$ cat src/rtl/sum_uart_pkg.sv
`default_nettype none
// ============================================================================
//  Module      : sum_uart_pkg
//  Description : Shared definitions for the sum-latch UART (RX and TX side):
//                receiver FSM state encoding, frame geometry constants and
//                the clocks-per-bit helper.
//  Revision    : 1.0  initial release
// ============================================================================
package sum_uart_pkg;

    // Frame geometry shared with the transmitter: 1 start + 8 data + 1 stop.
    localparam int   FRAME_BITS = 10;
    localparam int   DATA_BITS  = 8;
    localparam logic IDLE_LEVEL = 1'b1;

    typedef enum logic [2:0] {
        IDLE  = 3'd0,
        START = 3'd1,
        DATA  = 3'd2,
        STOP  = 3'd3,
        BREAK = 3'd4
    } rx_state_t;

    // Clocks per bit period (integer division, truncating).
    function automatic int clks_per_bit(input int clk_freq, input int baud);
        return clk_freq / baud;
    endfunction

endpackage
`default_nettype wire

$ cat src/rtl/sync2.sv
`default_nettype none
// ============================================================================
//  Module      : sync2
//  Description : Two-flop synchroniser for a single asynchronous input.
//                Both flops reset to INIT so an idle-high line does not
//                produce a spurious edge when reset is released.
//  Ports       : clk  - system clock
//                rst  - synchronous active-high reset
//                i_d  - asynchronous input
//                o_q  - synchronised output (two clocks of latency)
//  Revision    : 1.0  initial release
// ============================================================================
module sync2 #(
    parameter logic INIT = 1'b1
) (
    input  logic clk,
    input  logic rst,
    input  logic i_d,
    output logic o_q
);

    logic r_meta;
    logic r_sync;

    always_ff @(posedge clk) begin
        if (rst) begin
            r_meta <= INIT;
            r_sync <= INIT;
        end else begin
            r_meta <= i_d;
            r_sync <= r_meta;
        end
    end

    assign o_q = r_sync;

endmodule
`default_nettype wire

$ cat src/rtl/sum_uart_rx.sv
`default_nettype none
// ============================================================================
//  Module      : sum_uart_rx
//  Description : 8N1 UART receiver. Synchronises the serial line, detects a
//                start bit, samples each bit mid-period and emits the byte
//                with a one-cycle valid strobe. A low stop bit raises a
//                one-cycle framing-error strobe and the receiver then waits
//                for the line to return high before hunting for a new start.
//  Ports       : clk        - system clock
//                reset      - synchronous active-high reset
//                uart_rxd   - asynchronous serial input, idle high
//                rx_data    - last good byte, LSB = first data bit
//                rx_valid   - one-cycle pulse when rx_data is updated
//                frame_err  - one-cycle pulse when the stop bit samples low
//                rx_busy    - high whenever the receiver is not idle
//  Revision    : 1.0  initial release
// ============================================================================
module sum_uart_rx #(
    parameter int CLK_FREQ = 10_000_000,
    parameter int BAUD     = 9600
) (
    input  logic       clk,
    input  logic       reset,
    input  logic       uart_rxd,
    output logic [7:0] rx_data,
    output logic       rx_valid,
    output logic       frame_err,
    output logic       rx_busy
);

    import sum_uart_pkg::*;

    localparam int N     = clks_per_bit(CLK_FREQ, BAUD);
    localparam int CNT_W = (N > 1) ? $clog2(N) : 1;

    // Terminal counts: half a bit to reach mid-start, a full bit thereafter.
    localparam logic [CNT_W-1:0] c_HALF_M1 = CNT_W'(N / 2 - 1);
    localparam logic [CNT_W-1:0] c_FULL_M1 = CNT_W'(N - 1);
    localparam logic [2:0]       c_LAST_BIT = 3'(DATA_BITS - 1);

    generate
        if (N < 4) begin : g_bad_n
            $error("sum_uart_rx: CLK_FREQ/BAUD must be at least 4");
        end
    endgenerate

    logic                 w_rxd_s;
    rx_state_t            r_state,  w_state_nxt;
    logic [CNT_W-1:0]     r_cnt,    w_cnt_nxt;
    logic [2:0]           r_bit,    w_bit_nxt;
    logic [DATA_BITS-1:0] r_shift,  w_shift_nxt;
    logic [DATA_BITS-1:0] r_data,   w_data_nxt;
    logic                 r_valid,  w_valid_nxt;
    logic                 r_ferr,   w_ferr_nxt;

    sync2 #(
        .INIT (IDLE_LEVEL)
    ) u_sync_rxd (
        .clk (clk),
        .rst (reset),
        .i_d (uart_rxd),
        .o_q (w_rxd_s)
    );

    always_ff @(posedge clk) begin
        if (reset) begin
            r_state <= IDLE;
            r_cnt   <= '0;
            r_bit   <= '0;
            r_shift <= '0;
            r_data  <= '0;
            r_valid <= 1'b0;
            r_ferr  <= 1'b0;
        end else begin
            r_state <= w_state_nxt;
            r_cnt   <= w_cnt_nxt;
            r_bit   <= w_bit_nxt;
            r_shift <= w_shift_nxt;
            r_data  <= w_data_nxt;
            r_valid <= w_valid_nxt;
            r_ferr  <= w_ferr_nxt;
        end
    end

    always_comb begin
        w_state_nxt = r_state;
        w_cnt_nxt   = r_cnt + CNT_W'(1);
        w_bit_nxt   = r_bit;
        w_shift_nxt = r_shift;
        w_data_nxt  = r_data;
        w_valid_nxt = 1'b0;
        w_ferr_nxt  = 1'b0;

        case (r_state)
            IDLE: begin
                w_cnt_nxt = '0;
                w_bit_nxt = '0;
                if (!w_rxd_s) begin
                    w_state_nxt = START;
                end
            end
            START: begin
                if (r_cnt == c_HALF_M1) begin
                    w_cnt_nxt   = '0;
                    // A line that is high again at mid-start was a glitch.
                    w_state_nxt = w_rxd_s ? IDLE : DATA;
                end
            end
            DATA: begin
                if (r_cnt == c_FULL_M1) begin
                    w_cnt_nxt   = '0;
                    w_shift_nxt = {w_rxd_s, r_shift[DATA_BITS-1:1]};
                    w_bit_nxt   = r_bit + 3'd1;
                    if (r_bit == c_LAST_BIT) begin
                        w_state_nxt = STOP;
                    end
                end
            end
            STOP: begin
                if (r_cnt == c_FULL_M1) begin
                    w_cnt_nxt = '0;
                    if (w_rxd_s) begin
                        w_data_nxt  = r_shift;
                        w_valid_nxt = 1'b1;
                        w_state_nxt = IDLE;
                    end else begin
                        w_ferr_nxt  = 1'b1;
                        w_state_nxt = BREAK;
                    end
                end
            end
            BREAK: begin
                // Hold off until the line idles so a stuck-low line is not
                // mistaken for a stream of zero bytes.
                w_cnt_nxt = '0;
                if (w_rxd_s) begin
                    w_state_nxt = IDLE;
                end
            end
            default: begin
                w_cnt_nxt   = '0;
                w_state_nxt = IDLE;
            end
        endcase
    end

    assign rx_data   = r_data;
    assign rx_valid  = r_valid;
    assign frame_err = r_ferr;
    assign rx_busy   = (r_state != IDLE);

endmodule
`default_nettype wire
$ cat config.mk
export PLATFORM = sky130hd
export DESIGN_NAME = sum_uart_rx
export DESIGN_NICKNAME = d
export VERILOG_FILES = /design/src/rtl/sum_uart_pkg.sv /design/src/rtl/sync2.sv /design/src/rtl/sum_uart_rx.sv
export SDC_FILE = /design/constraint.sdc
export NUM_CORES = 1
export LEC_CHECK = 0
export ABC_CLOCK_PERIOD_IN_PS = 2300
export CAP_MARGIN = 30
export CORE_ASPECT_RATIO = 0.75
export CORE_MARGIN = 8
export CORE_UTILIZATION = 40
export CTS_CLUSTER_DIAMETER = 150
export CTS_CLUSTER_SIZE = 10
export DETAILED_ROUTE_END_ITERATION = 10
export GPL_TIMING_DRIVEN = 1
export SYNTH_ARGS = -nofsm -noshare
export SYNTH_HDL_FRONTEND = slang
export SYNTH_SLANG_ARGS = --single-unit
export TNS_END_PERCENT = 5
$ cat constraint.sdc
create_clock -name clk -period 2.3 [get_ports clk]
set_input_delay 0.23 -clock clk [delete_from_list [all_inputs] [get_ports clk]]
set_output_delay 0.23 -clock clk [all_outputs]
set_load 0.01 [all_outputs]
==> results.md <==
* Pin count of the biggest net entering global routing at 38
* Cell Rows at 19
* Leading area contributor after synthesis: dfxtp_1
* Leak at 0.618 nW
* Via-to-Cell Ratio at 5.34
* Setup bufs post-CTS at 0
* Routability cong. at 0.845
* Area of the multi-input gates at 777 um2
* Vias at 1293
* Setup TNS at 0 ps
* Met1 Use GR at 0.148
* Synth warn at 0
* Antenna Nets Post-Route at 0
* # port buffers at 13
* Worst setup EP type: flip-flop
* Netlist Area Pre-Place at 1580 um2
* Layout cell share with drive strength beyond 1 at 0.111
* Final net count at 196
* Synth Register Bits at 37
* Antenna Cells at 0
* Met3 usage at 0.0327
* CP Class: flip-flop to flip-flop
* Leading cell types in the layout, fill and taps excluded: 37 x dfxtp_1, 21 x nand3_1, 20 x a21oi_1
* Fillers at 364
* Post-Syn Nets at 184
* Final core occ at 0.510
* Drt pass-1 iters at 4
* Critical path peak fanout at 11
* GRT Resource Usage Total at 0.118
* Most Used Layer, Global Route: met2
* Max-cap violations at 0
* Clk sinks at 37
* Top cells by area, synth: dfxtp_1 47%, nand3_1 6.7%, a21oi_1 6.3%
* Yosys cell types at 34
* Post-DP HPWL at 2270 um
* Sequential cell area at 741 um2
* Worst endpoint required time at 2460 ps
* Initial drt markers at 55
* CTS tree: yes
* Final Hold Fails at 0
* PD cells at 698 nW/um2
* Non-Filler Instances at 242
* Final setup violation count at 0
* Relative slew slack at 0.733
* Final wirelength at 3370 um
* Die area at 6230 um2
* Status: finished, final reports clean
* Layout area overhead at 20.5%
* Synth top area share at 0.469
* Root Driver: clkbuf_8
* Initial cell density of the core at 0.423
* Maximum VDD drop at 0.451 mV
* GRT met2 Usage at 0.176
* Aggregate global routing overflow at 0
* Cells after DPL at 234
* Initial antenna violation count at 0
* Clock skew at 6.06 ps
* Avg WL per Cell at 13.9 um
* DRC errors left at 0
* Core box area at 3730 um2
* IO Count at 14
* Die width at 88.6 um
* Worst-Margin Slew at 400 ps
* Worst Setup Start Kind: flip-flop
* Vias in the first global route at 1280
* Commonest non-fill, non-tap cell in the layout: dfxtp_1
* Deepest clock path buffer count at 2
* Clock slew at reported path FFs at 70 ps
* Max Slew Vio Count at 0
* Tmin final at 2170 ps
* RSZ-0062 raised after global routing: false
* Syn avg cell area at 8.92 um2
* Chip Height at 70.4 um
* Seq/Total Area, Yosys at 0.469
* Setup ws final at 135 ps
* Critical path arrival at 2320 ps
* Max Clk Rate at 0.462 GHz
* Post-Syn Instances at 177
* H-tree depth at 2
* Fin crit share at 0.941
* First-pass GRT wire length at 5890 um
* TritonCTS Buffers at 5
* Hold WC Path Type: flip-flop to flip-flop
* Place WS at 118 ps
* Clock Latency Late Sink at 290 ps
-- routing by layer --
metal,vias up,share of wire
met5,-,0
met4,0,0.018
met3,5,0.030
met2,13,0.45
met1,613,0.50
li1,662,-
-- where the power goes --
part	internal, W	switching (W)
Combinational	0.0000100	0.0000147
Sequential	0.000643	0.00000357
Clock	0.000431	0.000227
-- per-stage QoR --
step	hold slack (ps)	power [W]	area [um2]
after global routing	425	0.00138	1900
after floorplan	334	0.000677	1580
after global placement	394	0.000684	1770
after CTS	411	0.00135	1900
after detailed placement	394	0.000685	1770
final	410	0.00133	1900
-- final cells by class --
| type | instances | share of cell area |
|---|---|---|
| inverter | 2 | 0.00394 |
| multi-input combinational | 124 | 0.408 |
| clock buffer | 5 | 0.0362 |
| clock inverter | 3 | 0.0342 |
| tap | 52 | 0.0342 |
| sequential | 37 | 0.389 |
| timing repair buffer | 19 | 0.0940 |
-- kinds of logic after synthesis --
logic type      count (synthesis)  share of synthesized area
xor+xnor                        9                     0.0499
fa+ha+maj                       4                     0.0317
compound gates                 43                      0.153
buf+inv                        16                     0.0428
flops                          37                      0.469
simple gates                   67                      0.247
mux                             1                    0.00634
-- worst paths after layout --
path / endpoint / startpoint / cells past startpoint / slack [ps]
max: r_cnt[9] / r_cnt[0] / 6 / 130
min: u_sync_rxd.o_q / u_sync_rxd.r_meta / 1 / 410
max reg2reg: r_cnt[9] / r_cnt[0] / 6 / 130
min reg2reg: u_sync_rxd.o_q / u_sync_rxd.r_meta / 1 / 410
-- flip-flops by register name, summed over array words and instances, names as in the netlist --
register	cells
r_shift	8
r_state	3
rx_data	8
r_cnt	11
u_sync_rxd.o_q	1
r_bit	3
frame_err	1
u_sync_rxd.r_meta	1
rx_valid	1
-- Yosys cell counts, drive strengths merged --
| cell type | number |
|---|---|
| or2 | 2 |
| nor3b | 3 |
| buf | 2 |
| nor4 | 2 |
| nor2 | 3 |
| xor2 | 5 |
| or3 | 2 |
| xnor2 | 4 |
| ha | 4 |
| o21a | 1 |
| or4b | 1 |
| nand3 | 21 |
| o21ai | 16 |
| and4 | 1 |
| o211ai | 3 |
| dfxtp | 37 |
| nor3 | 14 |
| nand4 | 3 |
| a32oi | 1 |
| nand4b | 1 |
| nand2b | 2 |
| clkbuf | 12 |
| nand2 | 4 |
| or4 | 3 |
| or4bb | 1 |
| a31oi | 1 |
| inv | 2 |
| mux2i | 1 |
| a21oi | 20 |
| and3 | 2 |
| nor2b | 2 |
| a311oi | 1 |
-- worst max-delay path: stages, from the launching register on --
cell and delay, ps:
dfxtp_1 380, ha_1 220, or4bb_1 410, or4b_4 510
a32oi_2 270, buf_6 180, nor3_1 60
-- what timing repair did --
item                                    CTS  global route
gates resized for setup                   0             1
hold buffers                              0             0
endpoints found under the hold margin     0             0
endpoints found under the setup margin    0             5
Note: power is estimated with default switching activity, not from simulation.
